<file path="config.mk">
export PLATFORM = sky130hd
export DESIGN_NAME = matrix_spi_streamer
export DESIGN_NICKNAME = d
export VERILOG_FILES = /design/src/rtl/matrix_spi_streamer.sv
export SDC_FILE = /design/constraint.sdc
export NUM_CORES = 1
export LEC_CHECK = 0
export ABC_AREA = 1
export BUFFER_PORTS_ARGS = -buffer_cell sky130_fd_sc_hd__buf_2
export CAP_MARGIN = 5
export CORE_UTILIZATION = 35
export DETAILED_ROUTE_END_ITERATION = 12
export GPL_TIMING_DRIVEN = 0
export PLACE_DENSITY = 0.51
export SYNTH_ARGS = -nofsm -noshare
export SYNTH_HDL_FRONTEND = slang
export SYNTH_SLANG_ARGS = --single-unit
export TNS_END_PERCENT = 50
</file>
<file path="constraint.sdc">
create_clock -name I_clk -period 4.5 [get_ports I_clk]
set_input_delay 0.45 -clock I_clk [delete_from_list [all_inputs] [get_ports I_clk]]
set_output_delay 0.45 -clock I_clk [all_outputs]
set_load 0.01 [all_outputs]
</file>
<file path="src/rtl/matrix_spi_streamer.sv">
// Read-side consumer of the double-buffered matrix frame store.
// Walks the frame address space one byte at a time, captures one byte per
// lane and shifts all lanes out as parallel SPI mode-0 streams sharing one
// SCK and one CS. A trigger arriving mid-frame is remembered (collapsed to a
// single pending request) and served right after the current frame.
module matrix_spi_streamer #(
  parameter int unsigned LANES           = 12,
  parameter int unsigned ADDRESS_NUMBER  = 2250,
  parameter int unsigned READ_LATENCY    = 2,
  parameter int unsigned CLK_DIV         = 4,
  parameter int unsigned CS_SETUP_CYCLES = 2,
  localparam int unsigned AW = (ADDRESS_NUMBER > 1) ? $clog2(ADDRESS_NUMBER) : 1
) (
  input  logic               I_clk,
  input  logic               I_rst,
  input  logic               I_buffer_updated,
  input  logic               I_data_valid,
  output logic               O_read_enable,
  output logic [AW-1:0]      O_read_address,
  input  logic [LANES*8-1:0] I_data_flat,
  output logic               O_spi_sck,
  output logic               O_spi_cs_n,
  output logic [LANES-1:0]   O_spi_mosi,
  output logic               O_busy,
  output logic               O_frame_done
);

  // One shared counter times CS setup/hold, read latency and SCK phases.
  localparam int unsigned MaxA   = (CS_SETUP_CYCLES > READ_LATENCY) ? CS_SETUP_CYCLES
                                                                    : READ_LATENCY;
  localparam int unsigned MaxCnt = (MaxA > CLK_DIV) ? MaxA : CLK_DIV;
  localparam int unsigned CntW   = $clog2(MaxCnt + 1);

  localparam logic [CntW-1:0] SetupLast = CntW'(CS_SETUP_CYCLES - 1);
  localparam logic [CntW-1:0] LatLast   = CntW'(READ_LATENCY - 1);
  localparam logic [CntW-1:0] DivLast   = CntW'(CLK_DIV - 1);
  localparam logic [AW-1:0]   AddrLast  = AW'(ADDRESS_NUMBER - 1);

  // StDone is the single cycle with CS released and frame_done high.
  typedef enum logic [2:0] {
    StIdle, StCsSetup, StFetch, StWait, StShift, StCsHold, StDone
  } state_e;

  state_e                  state_q, state_d;
  logic [CntW-1:0]         cnt_q, cnt_d;
  logic [AW-1:0]           addr_q, addr_d;
  logic                    phase_q, phase_d;   // 0: SCK low half, 1: SCK high half
  logic [2:0]              bit_q, bit_d;
  logic [LANES-1:0][7:0]   shreg_q, shreg_d;
  logic                    pending_q, pending_d;
  logic                    cs_n_q, cs_n_d;
  logic                    sck_q, sck_d;
  logic                    re_q, re_d;
  logic                    busy_q, busy_d;
  logic                    done_q, done_d;
  logic                    trig;

  // Next-state, datapath and registered-output decode.
  always_comb begin
    trig      = I_buffer_updated & I_data_valid;
    state_d   = state_q;
    cnt_d     = cnt_q;
    addr_d    = addr_q;
    phase_d   = phase_q;
    bit_d     = bit_q;
    shreg_d   = shreg_q;
    pending_d = pending_q | (trig & (state_q != StIdle));

    case (state_q)
      StIdle: begin
        if (trig || pending_q) begin
          state_d   = StCsSetup;
          cnt_d     = '0;
          addr_d    = '0;
          pending_d = 1'b0;
        end
      end
      StCsSetup: begin
        if (cnt_q == SetupLast) begin
          state_d = StFetch;
          cnt_d   = '0;
        end else begin
          cnt_d = cnt_q + CntW'(1);
        end
      end
      StFetch: begin
        state_d = StWait;
        cnt_d   = '0;
      end
      StWait: begin
        if (cnt_q == LatLast) begin
          state_d = StShift;
          cnt_d   = '0;
          phase_d = 1'b0;
          bit_d   = '0;
          shreg_d = I_data_flat;
        end else begin
          cnt_d = cnt_q + CntW'(1);
        end
      end
      StShift: begin
        if (cnt_q == DivLast) begin
          cnt_d = '0;
          if (!phase_q) begin
            phase_d = 1'b1;
          end else begin
            // Falling SCK: advance every lane to its next bit.
            phase_d = 1'b0;
            for (int i = 0; i < LANES; i++) begin
              shreg_d[i] = {shreg_q[i][6:0], 1'b0};
            end
            if (bit_q == 3'd7) begin
              if (addr_q == AddrLast) begin
                state_d = StCsHold;
              end else begin
                state_d = StFetch;
                addr_d  = addr_q + AW'(1);
              end
            end else begin
              bit_d = bit_q + 3'd1;
            end
          end
        end else begin
          cnt_d = cnt_q + CntW'(1);
        end
      end
      StCsHold: begin
        if (cnt_q == SetupLast) begin
          state_d = StDone;
          cnt_d   = '0;
        end else begin
          cnt_d = cnt_q + CntW'(1);
        end
      end
      StDone: begin
        if (pending_q) begin
          state_d   = StCsSetup;
          cnt_d     = '0;
          addr_d    = '0;
          pending_d = 1'b0;
        end else begin
          state_d = StIdle;
        end
      end
      default: state_d = StIdle;
    endcase

    cs_n_d = (state_d == StIdle) || (state_d == StDone);
    busy_d = (state_d != StIdle);
    re_d   = (state_d == StFetch);
    sck_d  = (state_d == StShift) && phase_d;
    done_d = (state_d == StDone);
  end

  // State and output registers; async reset returns everything to idle.
  always_ff @(posedge I_clk or posedge I_rst) begin
    if (I_rst) begin
      state_q   <= StIdle;
      cnt_q     <= '0;
      addr_q    <= '0;
      phase_q   <= 1'b0;
      bit_q     <= '0;
      shreg_q   <= '0;
      pending_q <= 1'b0;
      cs_n_q    <= 1'b1;
      sck_q     <= 1'b0;
      re_q      <= 1'b0;
      busy_q    <= 1'b0;
      done_q    <= 1'b0;
    end else begin
      state_q   <= state_d;
      cnt_q     <= cnt_d;
      addr_q    <= addr_d;
      phase_q   <= phase_d;
      bit_q     <= bit_d;
      shreg_q   <= shreg_d;
      pending_q <= pending_d;
      cs_n_q    <= cs_n_d;
      sck_q     <= sck_d;
      re_q      <= re_d;
      busy_q    <= busy_d;
      done_q    <= done_d;
    end
  end

  // MOSI is the MSB of each lane's shift register.
  always_comb begin
    for (int i = 0; i < LANES; i++) begin
      O_spi_mosi[i] = shreg_q[i][7];
    end
  end

  assign O_read_enable  = re_q;
  assign O_read_address = addr_q;
  assign O_spi_sck      = sck_q;
  assign O_spi_cs_n     = cs_n_q;
  assign O_busy         = busy_q;
  assign O_frame_done   = done_q;

endmodule

</file>
* After elaboration in Yosys (flattened, before gate mapping)
Index checks and enable logic that the tools add are counted.
Storage, ports and cells: register bits 124, output and inout port bits 29, logic and storage cells 103, bits of input ports 100
Operators by class: multiplexer cells 38, equality and inequality tests 21, bitwise logic cells 3, add/sub/neg operators 3, reductions and logical operators 15
Operators with widths (count):
- $mux 96 | 3
- $pmux 96 s2 | 1
- $mux 12 | 6
- $mux 3 | 16
- $pmux 12 s3 | 1
- $pmux 3 s7 | 1
- $eq 3x3->1 const B | 6
- $ne 2x2->1 const B | 8
- $pmux 3 s5 | 1
- $add 12x1->12 const B | 1
- $eq 12x12->1 const B | 1
- $eq 3x2->1 const B | 4
- $reduce_bool 3->1 | 3
- $reduce_and 7->1 | 1
- $add 3x1->3 const B | 2
- $eq 3x1->1 const B | 2
- $logic_not 3->1 | 2
- $mux 1 | 6
- $pmux 3 s2 | 1
- $reduce_and 5->1 | 1
- $reduce_bool 5->1 | 1
- $pmux 1 s2 | 2
- $reduce_and 4->1 | 1
- $reduce_and 3->1 | 1
- other kinds (6) | 8

* Depth between registers and ports, before layout
depth in word-level cells 8, gate-level depth with buffers 11, mapped depth without buffers 11

* Worst setup path after synthesis
Ideal clock, no wire load.
path kind register -> register, start point register cnt_q[0], end point register addr_q[4], in the netlist O_read_address[4], period minus slack after synthesis 1.796 ns, cell stages (with the launch flop) 12, setup slack 2.704 ns, setup time 0.116 ns, data required time 4.384 ns, arrival 1.679 ns, buffers on the path 1, path through dfrtp_1 > ha_1 > ha_1 > nand2_1 > nor2_1 > inv_1 > nand2_1 > nand3_1 > nand3b_2 > buf_4 > nand2_1 > nand2_1
On the way: longest elaborated chain between the ends 3
Ends and longest elaborated chain:
- start: declaration | RTL line 45 | logic [CntW-1:0] cnt_q, cnt_d;
- start signal: assignment | RTL line 172 | cnt_q <= cnt_d;
- $eq 3x2->1 | RTL line 102 | if (cnt_q == DivLast) begin
- $ne 2x2->1 (no source line)
- $reduce_and 7->1 (no source line)
- end signal: assignment | RTL line 173 | addr_q <= addr_d;
- end: declaration | RTL line 46 | logic [AW-1:0] addr_q, addr_d;
No other way between the ends. A chain may end at the register's enable or synchronous reset.

* Worst setup path in the final report
start point register cnt_q[0], end point register addr_q[10], in the netlist O_read_address[10]
Same word-level chain as after synthesis.

==> flow_summary.ini <==
[run_status]
status = complete, no violations

[timing]
worstMarginPinSlew_ps = 611
fin_crit_ps = 2140
finalMaxSlewViolations = 0
timing.fmax_mhz = 466
hold_viol = 0
max_slew_margin_pct = 59.3
period_share_pct = 47.6
rsz0062_at_grt = no
fin_worst_skew_ps = 6.40
setup_violations = 0
setup_ws_ps = 2360

[routing]
ant_nets = 0
drcViolationCount = 0
drt_iter0_markers = 247
via_count = 5409
routed_wl_um = 16100
wire_per_inst_um = 14.3
vias_per_cell = 4.80
drt-pass1-iter-count = 5

[cts]
clk_path_buf_depth = 2
cts_resized = 0
post_cts_buffers = 0
cts_buffers = 17
htree_levels = 4
cts_sinks = 124
clk-insertion-delay-late_ps = 420
clk_pin_slew_worst_paths_ps = 50
cts_tree = yes
cts_hold_buf = 0
cts-root-buf = clkbuf_16

[floorplan]
start_util_pct = 36.3
io_pins = 129
core_area_um2 = 16800
die_area_um2 = 18000
rows = 47
die_h_um = 134
dieWidth_um = 134

[placement]
dpl_worst_slack_ps = 2370
place_inst = 1095
hpwl_um = 11700
io_buffers = 128
place.gp.congestion = 0.863

[layout]
stdcell_count = 1127
areaGrowthSynthToFinish_pct = 24.7
regArea_um2 = 3100
fin_util_pct = 45.3
fillCellCount = 1764
drive_gt1_share_pct = 23.1
fin_nets = 1002
multiInputGateArea_um2 = 2340

[power_and_ir_drop]
finalPower_mw = 2.56
power_density_nw_per_um2 = 337
ir_drop_mv = 0.277
p_leak_nw = 4.00

[worst_setup_path]
crit_start = cnt_q[0]
end_kind = register
cp.arrival_ps = 2450
crit_type = reg2reg
cp_max_fo = 10
startpoint_type = register
r2r_start = cnt_q[0]
required_ps = 4810

[global_routing]
grt_max_degree = 80
use_met1_pct = 25.1
grt_pass1_wl_um = 26600
top_usage_layer = met2
met3_usage_pct = 5.48
use_met2_pct = 30.0
antenna_found_initial = 4
overflow = 0
first_global_vias = 5281
grt_util_all_layers_pct = 19.1

[synthesis]
ys_seq_elements = 124
yosysWarnings = 0
syn_inst = 746
ys_types = 32
yosysTopAreaCellShare_pct = 50.4
yosysTopAreaCell = dfrtp_1
avgSynthCellArea_um2 = 8.19
syn_area_um2 = 6110
synthesis.nets = 854
ys_seq_area_share_pct = 50.8
synthTopCellsByArea = dfrtp_1 50%, nand2_1 11%, o21ai_0 6.9%, o211ai_1 6.1%, inv_1 5.6%

[flow_run]
maxCapViolations = 0

[min_path]
hp-class = in2async
## cells by family after synthesis
logic type | share of synthesized area, %
AND/OR/NAND/NOR | 18.5
XOR/XNOR | 0.574
flip-flops | 50.8
adder cells (fa/ha/maj) | 1.64
AO/OA/AOI/OAI | 17.6
buffers and inverters | 10.8
## state kept, by name (all words and copies together), names as in the netlist
signal / flops
O_busy: 1
O_frame_done: 1
O_read_address: 12
O_read_enable: 1
O_spi_cs_n: 1
O_spi_mosi: 12
O_spi_sck: 1
bit_q: 3
cnt_q: 3
pending_q: 1
phase_q: 1
shreg_q: 84
state_q: 3
## layout make-up
type,count,share of cell area (%)
buffer,55,4.07
clock inverter,8,1.25
antenna,3,0.0985
sequential,124,40.7
timing repair buffer,129,8.77
multi-input combinational,474,30.8
inverter,93,4.65
clock buffer,21,6.04
tap,220,3.61
## path summary, 6_finish.rpt
path	endpoint	slack (ps)	cells past startpoint
max in group asynchronous	O_spi_cs_n	3690	3
worst min register to register	bit_q[2]	500	2
worst min-delay path	shreg_q[34]	40	2
min in group I_clk	shreg_q[64]	240	3
worst max register to register	O_read_address[10]	2360	11
worst max-delay path	O_read_address[10]	2360	11
## Yosys cell counts
master      n
buf_2       9
xnor2_1     1
xor2_1      3
clkbuf_2    5
nand3_1    18
o211ai_1   50
and3_1      1
o21ai_2     5
clkbuf_1   11
nand4_1     3
nand3b_2    1
or2_2       4
nor2_1     59
buf_1       7
and2_1      1
a31oi_1    23
nor3b_1     1
a21oi_1    15
inv_2       2
nor2_4      1
o21ai_0    84
dfrtp_1   123
nand2_2     1
inv_1      91
o22ai_1     1
buf_4      23
ha_1        8
nor3_1      5
o21ai_1     1
a21o_1      1
dfstp_2     1
nand2_1   187
## through the flow
step	cell area (um^2)	hold WS (ps)	TNS, ps
floorplan	6110	457	0
global route	7610	74.6	0
detailed placement	7060	487	0
CTS	7610	59.7	0
finish	7620	43.4	0
global placement	7020	474	-105630
## routing by layer
metal	up-vias	wire length [um]	part of all wire (%)
met5	-	23	0.14
met4	4	219	1.4
met1	2515	7420	46
met2	155	7430	46
li1	2714	-	-
met3	21	1050	6.5
## layout by cell type, fill, tap and decap left out, drive strengths merged
cell,count
a21o,1
a21oi,15
a31oi,23
and2,1
and3,1
buf,168
bufinv,2
clkbuf,37
clkinv,4
clkinvlp,2
dfrtp,123
dfstp,1
diode,3
ha,8
inv,93
nand2,188
nand3,18
nand3b,1
nand4,3
nor2,60
nor3,5
nor3b,1
o211ai,50
o21ai,90
o22ai,1
or2,4
xnor2,1
xor2,3
## worst max-delay path, cell delays in order, from the launching register on
cell      delay (ps)
dfrtp_1          390
ha_1             200
ha_1             210
nand2_1          110
nor2_1           160
inv_1             90
nand2_1           60
nand3_1           80
nand3b_2         350
buf_4            260
nand2_1           70
nand2_1           60
## where the power goes
part / internal [mW] / switching [mW]
Combinational: 0.0539 / 0.0559
Clock: 0.829 / 0.485
Sequential: 1.13 / 0.00898
Total: 2.02 / 0.549
(Power assumes the default switching activity.)
